--- src/rtl/stream_demux.sv ---
// 1-to-2 valid/ready stream demultiplexer.
// Each beat is steered by in_select into one of two independent lane FIFOs.
module stream_demux_lane #(
  parameter int WIDTH = 8,
  parameter int DEPTH = 2
) (
  input  logic                     clk,
  input  logic                     rst_n,
  input  logic                     push,
  input  logic [WIDTH-1:0]         push_data,
  output logic                     full,
  input  logic                     pop_ready,
  output logic [WIDTH-1:0]         head_data,
  output logic                     head_valid,
  output logic [$clog2(DEPTH):0]   count
);

  localparam int PW = $clog2(DEPTH);
  localparam int CW = PW + 1;

  logic [WIDTH-1:0] mem [DEPTH];
  logic [PW-1:0]    rd_ptr;
  logic [PW-1:0]    wr_ptr;
  logic [CW-1:0]    cnt;
  logic             pop;

  assign full       = (cnt == CW'(DEPTH));
  assign head_valid = (cnt != '0);
  assign head_data  = mem[rd_ptr];
  assign count      = cnt;
  assign pop        = head_valid & pop_ready;

  // Pointers wrap naturally since DEPTH is a power of two.
  always_ff @(posedge clk or negedge rst_n) begin
    if (!rst_n) begin
      for (int i = 0; i < DEPTH; i++) begin
        mem[i] <= '0;
      end
      rd_ptr <= '0;
      wr_ptr <= '0;
      cnt    <= '0;
    end else begin
      if (push) begin
        mem[wr_ptr] <= push_data;
        wr_ptr      <= wr_ptr + PW'(1);
      end
      if (pop) begin
        rd_ptr <= rd_ptr + PW'(1);
      end
      cnt <= cnt + CW'(push) - CW'(pop);
    end
  end

endmodule

module stream_demux #(
  parameter int WIDTH = 8,
  parameter int DEPTH = 2
) (
  input  logic                   clk,
  input  logic                   rst_n,
  input  logic [WIDTH-1:0]       in_data,
  input  logic                   in_select,
  input  logic                   in_valid,
  output logic                   in_ready,
  output logic [WIDTH-1:0]       out0_data,
  output logic                   out0_valid,
  input  logic                   out0_ready,
  output logic [WIDTH-1:0]       out1_data,
  output logic                   out1_valid,
  input  logic                   out1_ready,
  output logic [$clog2(DEPTH):0] count0,
  output logic [$clog2(DEPTH):0] count1
);

  logic full0;
  logic full1;
  logic push0;
  logic push1;

  // Depends only on select and lane state, never on valid or out readies.
  assign in_ready = in_select ? ~full1 : ~full0;
  assign push0    = in_valid & in_ready & ~in_select;
  assign push1    = in_valid & in_ready & in_select;

  stream_demux_lane #(
    .WIDTH (WIDTH),
    .DEPTH (DEPTH)
  ) u_lane0 (
    .clk        (clk),
    .rst_n      (rst_n),
    .push       (push0),
    .push_data  (in_data),
    .full       (full0),
    .pop_ready  (out0_ready),
    .head_data  (out0_data),
    .head_valid (out0_valid),
    .count      (count0)
  );

  stream_demux_lane #(
    .WIDTH (WIDTH),
    .DEPTH (DEPTH)
  ) u_lane1 (
    .clk        (clk),
    .rst_n      (rst_n),
    .push       (push1),
    .push_data  (in_data),
    .full       (full1),
    .pop_ready  (out1_ready),
    .head_data  (out1_data),
    .head_valid (out1_valid),
    .count      (count1)
  );

endmodule
--- config.mk ---
export PLATFORM = sky130hd
export DESIGN_NAME = stream_demux
export DESIGN_NICKNAME = d
export VERILOG_FILES = /design/src/rtl/stream_demux.sv
export SDC_FILE = /design/constraint.sdc
export NUM_CORES = 1
export LEC_CHECK = 0
export CAP_MARGIN = 30
export CORE_AREA = 3 3 62 64
export CTS_BUF_LIST = sky130_fd_sc_hd__clkbuf_2 sky130_fd_sc_hd__clkbuf_4 sky130_fd_sc_hd__clkbuf_8
export DETAILED_ROUTE_END_ITERATION = 8
export DIE_AREA = 0 0 65 67
export GPL_TIMING_DRIVEN = 0
export PLACE_DENSITY = 0.91
export RECOVER_POWER = 25
export SYNTH_ARGS = -nofsm -noshare
export SYNTH_HDL_FRONTEND = slang
export SYNTH_SLANG_ARGS = --single-unit
--- constraint.sdc ---
create_clock -name clk -period 5.05 [get_ports clk]
set_input_delay 1.2625 -clock clk [delete_from_list [all_inputs] [get_ports clk]]
set_output_delay 1.2625 -clock clk [all_outputs]
set_load 0.03 [all_outputs]
**Yosys cells after proc, flatten, opt, wreduce, memory -nomap -nowiden**

Index checks and enable logic that the tools add are counted.

- $lt $le $gt $ge: 6
- $add $sub $neg: 8
- Equality and inequality tests: 2
- Reductions and logical operators: 4
- Muxes and demuxes: 13
- Bitwise logic cells: 12

Operators by type and width:

| cell | number |
|---|---|
| 2-to-1 mux 8 bit | 8 |
| bitwise mux 16 bit | 2 |
| demux 8 bit (select 1 bit) | 2 |
| greater-or-equal comparator 2 bit (second input constant) | 4 |
| NOT 1 -> 2 bit | 4 |
| bitwise AND 1 bit | 5 |
| adder 1 bit (second input constant) | 4 |
| adder 2 x 1 -> 2 bit | 2 |
| equality test 2 bit (second input constant) | 2 |
| < comparator 2 x 1 -> 1 bit (second input constant) | 2 |
| nonzero test 2 bit | 2 |
| subtractor 2 x 1 -> 2 bit | 2 |
| NOT 1 bit | 3 |
| logical AND 1 bit | 2 |
| 2-to-1 mux 1 bit | 1 |

- Output and inout bits: 23
- Logic and storage cells: 55
- Input bits: 14
- Register bits: 40

**Longest topological paths before layout**

Gate-level depths: netlist (run 1).

- Depth in word-level cells: 7
- Gate-level depth with buffers: 6
- Depth with buffers taken out: 6

**Hierarchy**

A second synthesis (run 1) with hierarchy kept.

- Cell total of the unflattened synthesis: 121
- Area, all modules: 1865.5 µm²

By module, submodules not included:

| module | instances | sequential area each (µm²) | cells an instance | area an instance (µm²) |
|---|---|---|---|---|
| stream_demux_lane | 2 | 500.5 | 59 | 919.6 |
| stream_demux | 1 | 0.0 | 3 | 26.3 |

**Worst setup path after synthesis (run 1)**

Ideal clock, no wire load.

- Path type: input to output
- Start: input port in_select
- End: output port in_ready
- Stages: 2
- Arrival: 1.776 ns
- Buffers on the path: 0
- Path slack: 2.011 ns
- Required time: 3.788 ns
- Cells stage by stage: nor2_1 a21oi_1

- Word-level cells in the longest chain between the ends: 1

Ends and longest elaborated chain:

| item | line | RTL |
|---|---|---|
| start: declaration | 63 | `input logic in_select,` |
| 2-to-1 mux 1 bit | 82 | `assign in_ready = in_select ? ~full1 : ~full0;` |
| end: declaration | 65 | `output logic in_ready,` |

No other way between the ends.

**Worst setup path after layout (run 1)**

Ends and elaborated chain as after synthesis.

==> flow_metrics.env, run 1 <==
export IMPL_synth_seq_cells=40
export IMPL_fin_ws_ns=1.06
export IMPL_post_cts_buffers=0
export IMPL_synth_top_area_cell="dfrtp_1"
export IMPL_rows=21
export IMPL_swShare_pct=39.5
export IMPL_grt_max_degree=41
export IMPL_place_area_um2=2270
export IMPL_grt_pass1_vias=1280
export IMPL_numCtsBuffers=5
export IMPL_synth_top_area_share_pct=53.8
export IMPL_syn_to_final_growth_pct=24.8
export IMPL_cts_root_buf="clkbuf_4"
export IMPL_first_pass_iters=3
export IMPL_rsz0062_at_grt="false"
export IMPL_design_area_um2=2320
export IMPL_finalCriticalPeriod_ns=3.99
export IMPL_core_um2=3340
export IMPL_gp_congestion=0.706
export IMPL_synth_yosys_warnings=0
export IMPL_drv_slew=41
export IMPL_syn_num_nets=142
export IMPL_die_y_um=67
export IMPL_ys_async_sr_fraction_pct=100
export IMPL_cts_buffer_depth=2
export IMPL_clkTransAtPathRegs_ns=0.10
export IMPL_clkPwrFrac_pct=8.9
export IMPL_grt_pass1_wl_um=5930
export IMPL_drt_initial_drc_count=41
export IMPL_finalCritPeriodShare_pct=79.0
export IMPL_fmax_ghz=0.251
export IMPL_synthCells=126
export IMPL_path_class="input port to primary output"
export IMPL_min_path_type="flip-flop to flip-flop"
export IMPL_end_kind="primary output"
export IMPL_vias=1119
export IMPL_synthTopCellsByArea="dfrtp_1, mux2_2, mux2_4"
export IMPL_yosys_most_used_dff="dfrtp_1"
export IMPL_utilization_pct=69.6
export IMPL_synth_edf_count=0
export IMPL_startpoint_type="input port"
export IMPL_drive_gt1_share_pct=37.9
export IMPL_viasPerCell=5.20
export IMPL_netlist_area_um2=1860
export IMPL_cts_tree="built"
export IMPL_p_leak_nw=1.01
export IMPL_drt_wirelength_per_cell_um=16.3
export IMPL_ant_nets=0
export IMPL_pwr_share_seq_pct=33.2
export IMPL_peakVddDrop_v=0.000326
export IMPL_die_w_um=65
export IMPL_path_max_fanout=6
export IMPL_initial_utilization_pct=55.8
export IMPL_wl_um=3510
export IMPL_cp_required_ns=3.79
export IMPL_relSlewSlack_pct=-35.7
export IMPL_die_area_um2=4360
export IMPL_p_switching_mw=0.690
export IMPL_tightest_slew_ns=2.03
export IMPL_final_nets=185
export IMPL_h_tree_depth=2
export IMPL_pwr_density_cell_nw_per_um2=752
export IMPL_clkLatencyLatePin_ns=0.35
export IMPL_grt_overflow_total=0
export IMPL_ctsHoldBuffers=0
export IMPL_fin_skew_ns=0.00677
export IMPL_intPower_mw=1.06
export IMPL_synthDistinctLibCells=25
export IMPL_cp_data_arrival_time_ns=2.73
export IMPL_hpwl_um=2550
export IMPL_clock_sinks=40
export IMPL_setup_violations=0
export IMPL_antenna_cells=0
export IMPL_violations="max-capacitance violations, max-slew violations"
export IMPL_port_buffers=36
export IMPL_fin_tns_setup_ns=0
export IMPL_ys_seq_area_share_pct=53.8
export IMPL_grt_usage_pct=18.5
export IMPL_antenna_found_initial=0
export IMPL_finalHoldViolCount=0
export IMPL_p_comb_share_pct=57.9
export IMPL_status="finished with violations"
export IMPL_cts_resized=0
export IMPL_io_pins=37
export IMPL_drv_cap=1
export IMPL_drc=0
export IMPL_place_ws_ns=1.06
export IMPL_avgSynthCellArea_um2=14.8
Yosys cell counts (2+ instances only):
library cell / n
xor2_1: 4
buf_6: 2
nand2_1: 3
mux2_2: 40
or2_2: 2
clkbuf_1: 2
nor2_1: 2
ha_1: 2
inv_1: 2
mux2_4: 8
xnor2_1: 4
mux2i_1: 2
and2_1: 2
dfrtp_1: 40
power by group through the flow:
stage	Sequential, mW	Combinational [mW]	Clock, mW
finish	0.580	1.01	0.155
global route	0.603	1.07	0.176
CTS	0.581	1.02	0.157
detailed placement	0.587	1.02	0
global placement	0.571	0.994	0
floorplan	0.591	0.661	0
through the flow:
step | hold WS (ns) | instances | power, mW
floorplan | 0.473 | 126 | 1.25
global placement | 0.482 | 208 | 1.56
detailed placement | 0.492 | 208 | 1.61
CTS | 0.514 | 215 | 1.76
global route | 0.532 | 215 | 1.85
finish | 0.512 | 215 | 1.75
placed cells by master (no fill, tap or decap), drive strengths merged:
cell type,synthesis,routed
mux2i,2,2
clkinv,0,1
nor2b,1,1
clkdlybuf4s50,0,35
buf,2,2
clkbuf,2,9
nand3b,1,1
ha,2,2
and2,2,2
nor2,2,2
or2,2,2
and2b,1,1
mux2,48,48
nor3b,1,1
nand2b,1,1
xnor2,4,4
nor3,1,1
xor2,4,4
inv,2,2
a21oi,1,1
nand3,1,1
and3b,1,1
nand2,4,4
dfrtp,40,40
or3b,1,1
layer usage:
layer / share of wire, % / routed length (um) / up-vias / GRT usage [%]
li1: - / - / 521 / -
met1: 40 / 1400 / 574 / 19.6
met2: 55 / 1940 / 19 / 34.7
met3: 3.3 / 115 / 5 / 5.73
met4: 1.4 / 48 / 0 / 5.54
met5: 0 / 0 / - / 0
layout make-up:
type | instances | area, um^2
multi-input combinational | 80 | 822
sequential | 40 | 1000
timing repair buffer | 36 | 354
inverter | 2 | 7.51
clock inverter | 1 | 5.00
clock buffer | 6 | 45.0
fill | 251 | 1010
buffer | 4 | 30.0
tap | 46 | 57.6
state kept, by name, indices dropped and copies added, names as in the netlist:
| register | count |
|---|---|
| u_lane0.count | 2 |
| u_lane0.mem | 16 |
| u_lane0.rd_ptr | 1 |
| u_lane0.wr_ptr | 1 |
| u_lane1.count | 2 |
| u_lane1.mem | 16 |
| u_lane1.rd_ptr | 1 |
| u_lane1.wr_ptr | 1 |
final timing paths:
path	from	end	slack [ns]	cells past startpoint
max reg2reg	u_lane0.count[0]	u_lane0.count[1]	3.04	6
max in group asynchronous	rst_n	u_lane0.mem[10]	2.41	1
min reg2reg	u_lane1.wr_ptr	u_lane1.wr_ptr	0.51	1
min	u_lane1.wr_ptr	u_lane1.wr_ptr	0.51	1
max	in_select	in_ready	1.06	4
min in group asynchronous	rst_n	u_lane0.count[0]	1.49	1
worst max-delay path: stages:
cell	delay (ns)
clkdlybuf4s50_1	0.58
nor2_1	0.08
a21oi_1	0.12
clkdlybuf4s50_1	0.68
logic make-up (layout without fill, tap and decap cells):
kind of cell,after synthesis,in the layout,share of synthesized area (%)
AO/OA/AOI/OAI,1,1,0.269
multiplexers,50,50,31.7
flip-flops,40,40,53.8
AND/OR/NAND/NOR,19,19,7.06
buffers and inverters,6,49,2.02
XOR/XNOR,8,8,3.77
adder cells (fa/ha/maj),2,2,1.34
Note: power is estimated with default switching activity, not from simulation.
==> run 2: changes to the inputs <==
--- a/config.mk
+++ b/config.mk
@@ -6,12 +6,12 @@
 export NUM_CORES = 1
 export LEC_CHECK = 0
 export CAP_MARGIN = 30
-export CORE_AREA = 3 3 62 64
+export CORE_AREA = 3 3 67 69
 export CTS_BUF_LIST = sky130_fd_sc_hd__clkbuf_2 sky130_fd_sc_hd__clkbuf_4 sky130_fd_sc_hd__clkbuf_8
 export DETAILED_ROUTE_END_ITERATION = 8
-export DIE_AREA = 0 0 65 67
+export DIE_AREA = 0 0 70 72
 export GPL_TIMING_DRIVEN = 0
-export PLACE_DENSITY = 0.91
+export PLACE_DENSITY = 0.83
 export RECOVER_POWER = 25
 export SYNTH_ARGS = -nofsm -noshare
 export SYNTH_HDL_FRONTEND = slang
==> constraint.sdc (replaced) <==
create_clock -name clk -period 3.6 [get_ports clk]
set_input_delay 0.9 -clock clk [delete_from_list [all_inputs] [get_ports clk]]
set_output_delay 0.9 -clock clk [all_outputs]
set_load 0.03 [all_outputs]
==> flow_metrics.env, run 2 (same netlist as run 1, synthesis figures left out) <==
export IMPL_p_leak_nw=1.03
export IMPL_die_w_um=70
export IMPL_violations="max-capacitance violations, max-slew violations"
export IMPL_clkTransAtPathRegs_ns=0.07
export IMPL_syn_to_final_growth_pct=27.6
export IMPL_drv_cap=1
export IMPL_clock_sinks=40
export IMPL_finalHoldViolCount=0
export IMPL_finalCritPeriodShare_pct=90.1
export IMPL_end_kind="primary output"
export IMPL_cp_required_ns=2.70
export IMPL_antenna_found_initial=0
export IMPL_critPathMostFrequentCell="clkdlybuf4s50_1"
export IMPL_fin_ws_ns=0.356
export IMPL_cts_resized=0
export IMPL_min_path_type="flip-flop to flip-flop"
export IMPL_vias=1090
export IMPL_cp_data_arrival_time_ns=2.34
export IMPL_io_pins=37
export IMPL_grt_pass1_vias=1166
export IMPL_ctsHoldBuffers=0
export IMPL_multi_input_area_um2=822
export IMPL_tightest_slew_ns=2.07
export IMPL_place_area_um2=2280
export IMPL_drt_initial_drc_count=24
export IMPL_cts_buffer_depth=2
export IMPL_die_y_um=72
export IMPL_port_buffers=36
export IMPL_hpwl_um=2570
export IMPL_grt_pass1_wl_um=5690
export IMPL_ant_nets=0
export IMPL_h_tree_depth=2
export IMPL_peakVddDrop_v=0.000434
export IMPL_drv_slew=41
export IMPL_grt_max_degree=41
export IMPL_die_area_um2=5040
export IMPL_core_um2=3970
export IMPL_grt_overflow_total=0
export IMPL_viasPerCell=4.95
export IMPL_first_pass_iters=2
export IMPL_initial_utilization_pct=46.8
export IMPL_nFillCells=309
export IMPL_place_ws_ns=0.354
export IMPL_timing_hold_ws_ns=0.504
export IMPL_path_max_fanout=6
export IMPL_cts_root_buf="clkbuf_8"
export IMPL_drt_wirelength_per_cell_um=15.9
export IMPL_path_delay_family="buffers and inverters"
export IMPL_antenna_cells=0
export IMPL_slowest_stage="clkdlybuf4s50_1"
export IMPL_fin_skew_ns=0.00771
export IMPL_reg_top3="u_lane0.mem x16, u_lane1.mem x16"
export IMPL_finalCriticalPeriod_ns=3.24
export IMPL_fin_tns_setup_ns=0
export IMPL_relSlewSlack_pct=-38.0
export IMPL_regArea_um2=1000
export IMPL_post_cts_buffers=0
export IMPL_grt_usage_pct=14.6
export IMPL_setup_violations=0
export IMPL_slowest_delay_ns=0.68
export IMPL_startpoint_type="input port"
export IMPL_cts_tree="built"
export IMPL_fmax_ghz=0.308
export IMPL_dp_cells=212
export IMPL_status="finished with violations"
export IMPL_rsz0062_at_grt="false"
export IMPL_gp_congestion=0.700
export IMPL_drc=0
export IMPL_rows=23
export IMPL_design_area_um2=2370
export IMPL_numCtsBuffers=5
export IMPL_clkLatencyLatePin_ns=0.28
export IMPL_path_buf_inv=2
export IMPL_mostFrequentLayoutCells="mux2_2, dfrtp_1, clkdlybuf4s50_1, mux2_4, clkbuf_8"
export IMPL_wl_um=3510
export IMPL_path_class="input port to primary output"
export IMPL_drive_gt1_share_pct=38.2
export IMPL_final_nets=185
export IMPL_cp_cell_sequence="clkdlybuf4s50_1 -> nor2_1 -> a21oi_1 -> clkdlybuf4s50_1"
export IMPL_pwr_density_cell_nw_per_um2=1070
export IMPL_fin_cells=220
==> run 2: path summary, 6_finish.rpt <==
| check | endpoint | cells after the start | slack [ns] | from |
|---|---|---|---|---|
| setup / recovery | in_ready | 4 | 0.36 | in_select |
| hold / removal | u_lane0.mem[8] | 1 | 0.50 | u_lane0.mem[8] |
| setup reg to reg | u_lane0.count[1] | 6 | 1.68 | u_lane0.count[0] |
| hold reg to reg | u_lane0.mem[8] | 1 | 0.50 | u_lane0.mem[8] |
| max in group asynchronous | u_lane0.mem[6] | 1 | 1.21 | rst_n |
| min in group asynchronous | u_lane0.mem[11] | 1 | 1.21 | rst_n |
==> run 2: worst reg2reg max path, cell delays in order (launching register included) <==
cell	delay [ns]
dfrtp_1	0.41
or2_2	0.32
and2_1	0.19
ha_1	0.31
nor3b_1	0.24
mux2i_1	0.24
xnor2_1	0.13
==> run 2: final cells by class <==
cell class,count,area share [%]
clock buffers,7,3.79
inverters,2,0.316
multi-input cells,80,34.6
clock inverters,1,0.316
plain buffers,4,1.26
well taps,50,2.63
repair buffers,36,14.9
flip-flops and latches,40,42.1
==> run 2: metal layers <==
layer / part of all wire (%) / up-vias / global-route usage [%]
met3: 2.3 / 6 / 2.22
met4: 1.4 / 0 / 5.11
met2: 54 / 19 / 26.3
met5: 0 / - / 0
li1: - / 524 / -
met1: 42 / 541 / 17.8
==> run 2: where the power goes <==
group          switching, mW  internal [mW]  leakage [nW]
combinational          0.699          0.721         0.508
clock                  0.143          0.163        0.0479
sequential             0.132          0.682         0.474
total                  0.974           1.57          1.03
==> run 2: metrics by stage <==
step	util, %	power [mW]
2_1_floorplan	-	1.76
5_1_grt	59.8	2.67
3_5_place_dp	57.4	2.25
6_report	59.8	2.54
4_1_cts	59.8	2.57
3_3_place_gp	57.5	2.20
==> run 3: changes to the inputs <==
--- a/config.mk
+++ b/config.mk
@@ -13,6 +13,7 @@
 export GPL_TIMING_DRIVEN = 0
 export PLACE_DENSITY = 0.83
 export RECOVER_POWER = 25
+export SLEW_MARGIN = 20
 export SYNTH_ARGS = -nofsm -noshare
 export SYNTH_HDL_FRONTEND = slang
 export SYNTH_SLANG_ARGS = --single-unit
==> flow_metrics.env, run 3 (same netlist as run 1, synthesis figures left out) <==
export IMPL_cp_cell_sequence="clkdlybuf4s50_1 -> nor2_1 -> a21oi_1 -> clkdlybuf4s50_1"
export IMPL_reg2reg_depth=6
export IMPL_vias=1105
export IMPL_drv_slew=31
export IMPL_finalHoldViolCount=0
export IMPL_drt_wirelength_per_cell_um=16.6
export IMPL_antenna_found_initial=0
export IMPL_hold_end="u_lane0.mem[10]"
export IMPL_dp_cells=213
export IMPL_fmax_ghz=0.309
export IMPL_reg2reg_from="u_lane0.count[0]"
export IMPL_viasPerCell=5.02
export IMPL_met3_usage_pct=3.88
export IMPL_path_class="input port to primary output"
export IMPL_syn_to_final_growth_pct=29.5
export IMPL_place_area_um2=2300
export IMPL_clock_sinks=40
export IMPL_ant_nets=0
export IMPL_relSlewSlack_pct=-5.25
export IMPL_die_y_um=72
export IMPL_finalCritPeriodShare_pct=89.8
export IMPL_initial_utilization_pct=46.8
export IMPL_grt_pass1_vias=1203
export IMPL_critPathMostFrequentCell="clkdlybuf4s50_1"
export IMPL_rsz0062_at_grt="false"
export IMPL_violations="max-capacitance violations, max-slew violations"
export IMPL_fin_skew_ns=0.00576
export IMPL_cts_root_buf="clkbuf_8"
export IMPL_setup_violations=0
export IMPL_ctsHoldBuffers=0
export IMPL_fin_tns_setup_ns=0
export IMPL_finalCriticalPeriod_ns=3.23
export IMPL_h_tree_depth=2
export IMPL_drv_cap=1
export IMPL_io_pins=37
export IMPL_pwr_density_cell_nw_per_um2=1100
export IMPL_die_w_um=70
export IMPL_startpoint_type="input port"
export IMPL_grt_pass1_wl_um=6100
export IMPL_worstReg2RegEnd="u_lane0.count[1]"
export IMPL_grt_use_met1_pct=18.3
export IMPL_reg_top3="u_lane0.mem x16, u_lane1.mem x16"
export IMPL_clkLatencyLatePin_ns=0.29
export IMPL_rows=23
export IMPL_clkTransAtPathRegs_ns=0.07
export IMPL_hpwl_um=2620
export IMPL_die_area_um2=5040
export IMPL_port_buffers=36
export IMPL_mostFrequentLayoutCells="mux2_2, dfrtp_1, clkdlybuf4s50_1, mux2_4, clkbuf_8"
export IMPL_cp_data_arrival_time_ns=2.33
export IMPL_antenna_cells=0
export IMPL_slowest_delay_ns=0.68
export IMPL_gp_congestion=0.700
export IMPL_min_path_type="flip-flop to flip-flop"
export IMPL_grt_max_degree=31
export IMPL_met2_usage_pct=29.1
export IMPL_hold_start="u_lane0.mem[10]"
export IMPL_peakVddDrop_v=0.000416
export IMPL_post_cts_buffers=0
export IMPL_slowest_stage="clkdlybuf4s50_1"
export IMPL_drive_gt1_share_pct=37.6
export IMPL_status="finished with violations"
export IMPL_timing_hold_ws_ns=0.505
export IMPL_design_area_um2=2410
export IMPL_cts_resized=0
export IMPL_numCtsBuffers=5
export IMPL_min_path_cells=1
export IMPL_cts_tree="built"
export IMPL_tightest_slew_ns=1.58
export IMPL_wl_um=3640
export IMPL_grt_usage_pct=16.1
export IMPL_cts_buffer_depth=2
export IMPL_cp_required_ns=2.70
export IMPL_final_nets=186
export IMPL_drt_initial_drc_count=29
export IMPL_grt_overflow_total=0
export IMPL_rrSetupSlack_ns=1.69
export IMPL_busiest_layer="met2"
export IMPL_core_um2=3970
export IMPL_end_kind="primary output"
export IMPL_p_leak_nw=1.05
export IMPL_fin_cells=220
export IMPL_drc=0
export IMPL_first_pass_iters=3
export IMPL_path_max_fanout=6
-- run 3: cell types whose count changed in the layout (fill, tap and decap cells not counted) --
cell / before / now
clkbuf_4: 1 / 0
clkbuf_1: 3 / 4
bufinv_16: 0 / 2
clkbuf_8: 6 / 5
clkinvlp_4: 1 / 0
-- run 3: per-stage QoR --
| stage | power [mW] | utilization [%] | setup slack [ns] |
|---|---|---|---|
| finish | 2.66 | 60.7 | 0.368 |
| CTS | 2.69 | 61.1 | 0.359 |
| global placement | 2.20 | 57.5 | 0.354 |
| floorplan | 1.76 | - | 1.29 |
| detailed placement | 2.26 | 57.9 | 0.359 |
| global route | 2.80 | 60.7 | 0.294 |
-- run 3: worst max-delay path by stage --
| stage | from | endpoint |
|---|---|---|
| after floorplan | in_select | in_ready |
| after global placement | in_select | in_ready |
| after detailed placement | in_select | in_ready |
| after CTS | in_select | in_ready |
| after global routing | in_select | in_ready |
| final | in_select | in_ready |
-- run 3: power by group --
part	switching [mW]	total [mW]	internal [mW]
clock network	0.146	0.418	0.273
registers	0.136	0.818	0.682
logic	0.698	1.42	0.721
total	0.979	2.66	1.68
-- run 3: layout make-up --
| cell class | count | area (um^2) |
|---|---|---|
| Fill cell | 326 | 1560 |
| Multi-Input combinational cell | 80 | 822 |
| Sequential cell | 40 | 1000 |
| Inverter | 2 | 7.51 |
| Timing Repair Buffer | 37 | 358 |
| Tap cell | 50 | 62.6 |
| Buffer | 4 | 30.0 |
| Clock buffer | 5 | 68.8 |
| Clock inverter | 2 | 60.1 |
-- run 3: worst max-delay path, delay by kind of cell --
family	cells	cell delay [ns]
and+or+nand+nor	1	0.07
AOI/OAI and AO/OA	1	0.11
buffers and inverters	2	1.25
-- run 3: routing by layer --
metal	vias to the layer above	part of all wire, %
met5	-	0
met4	0	1.8
met3	4	2.9
met2	19	54
met1	555	41
li1	527	-
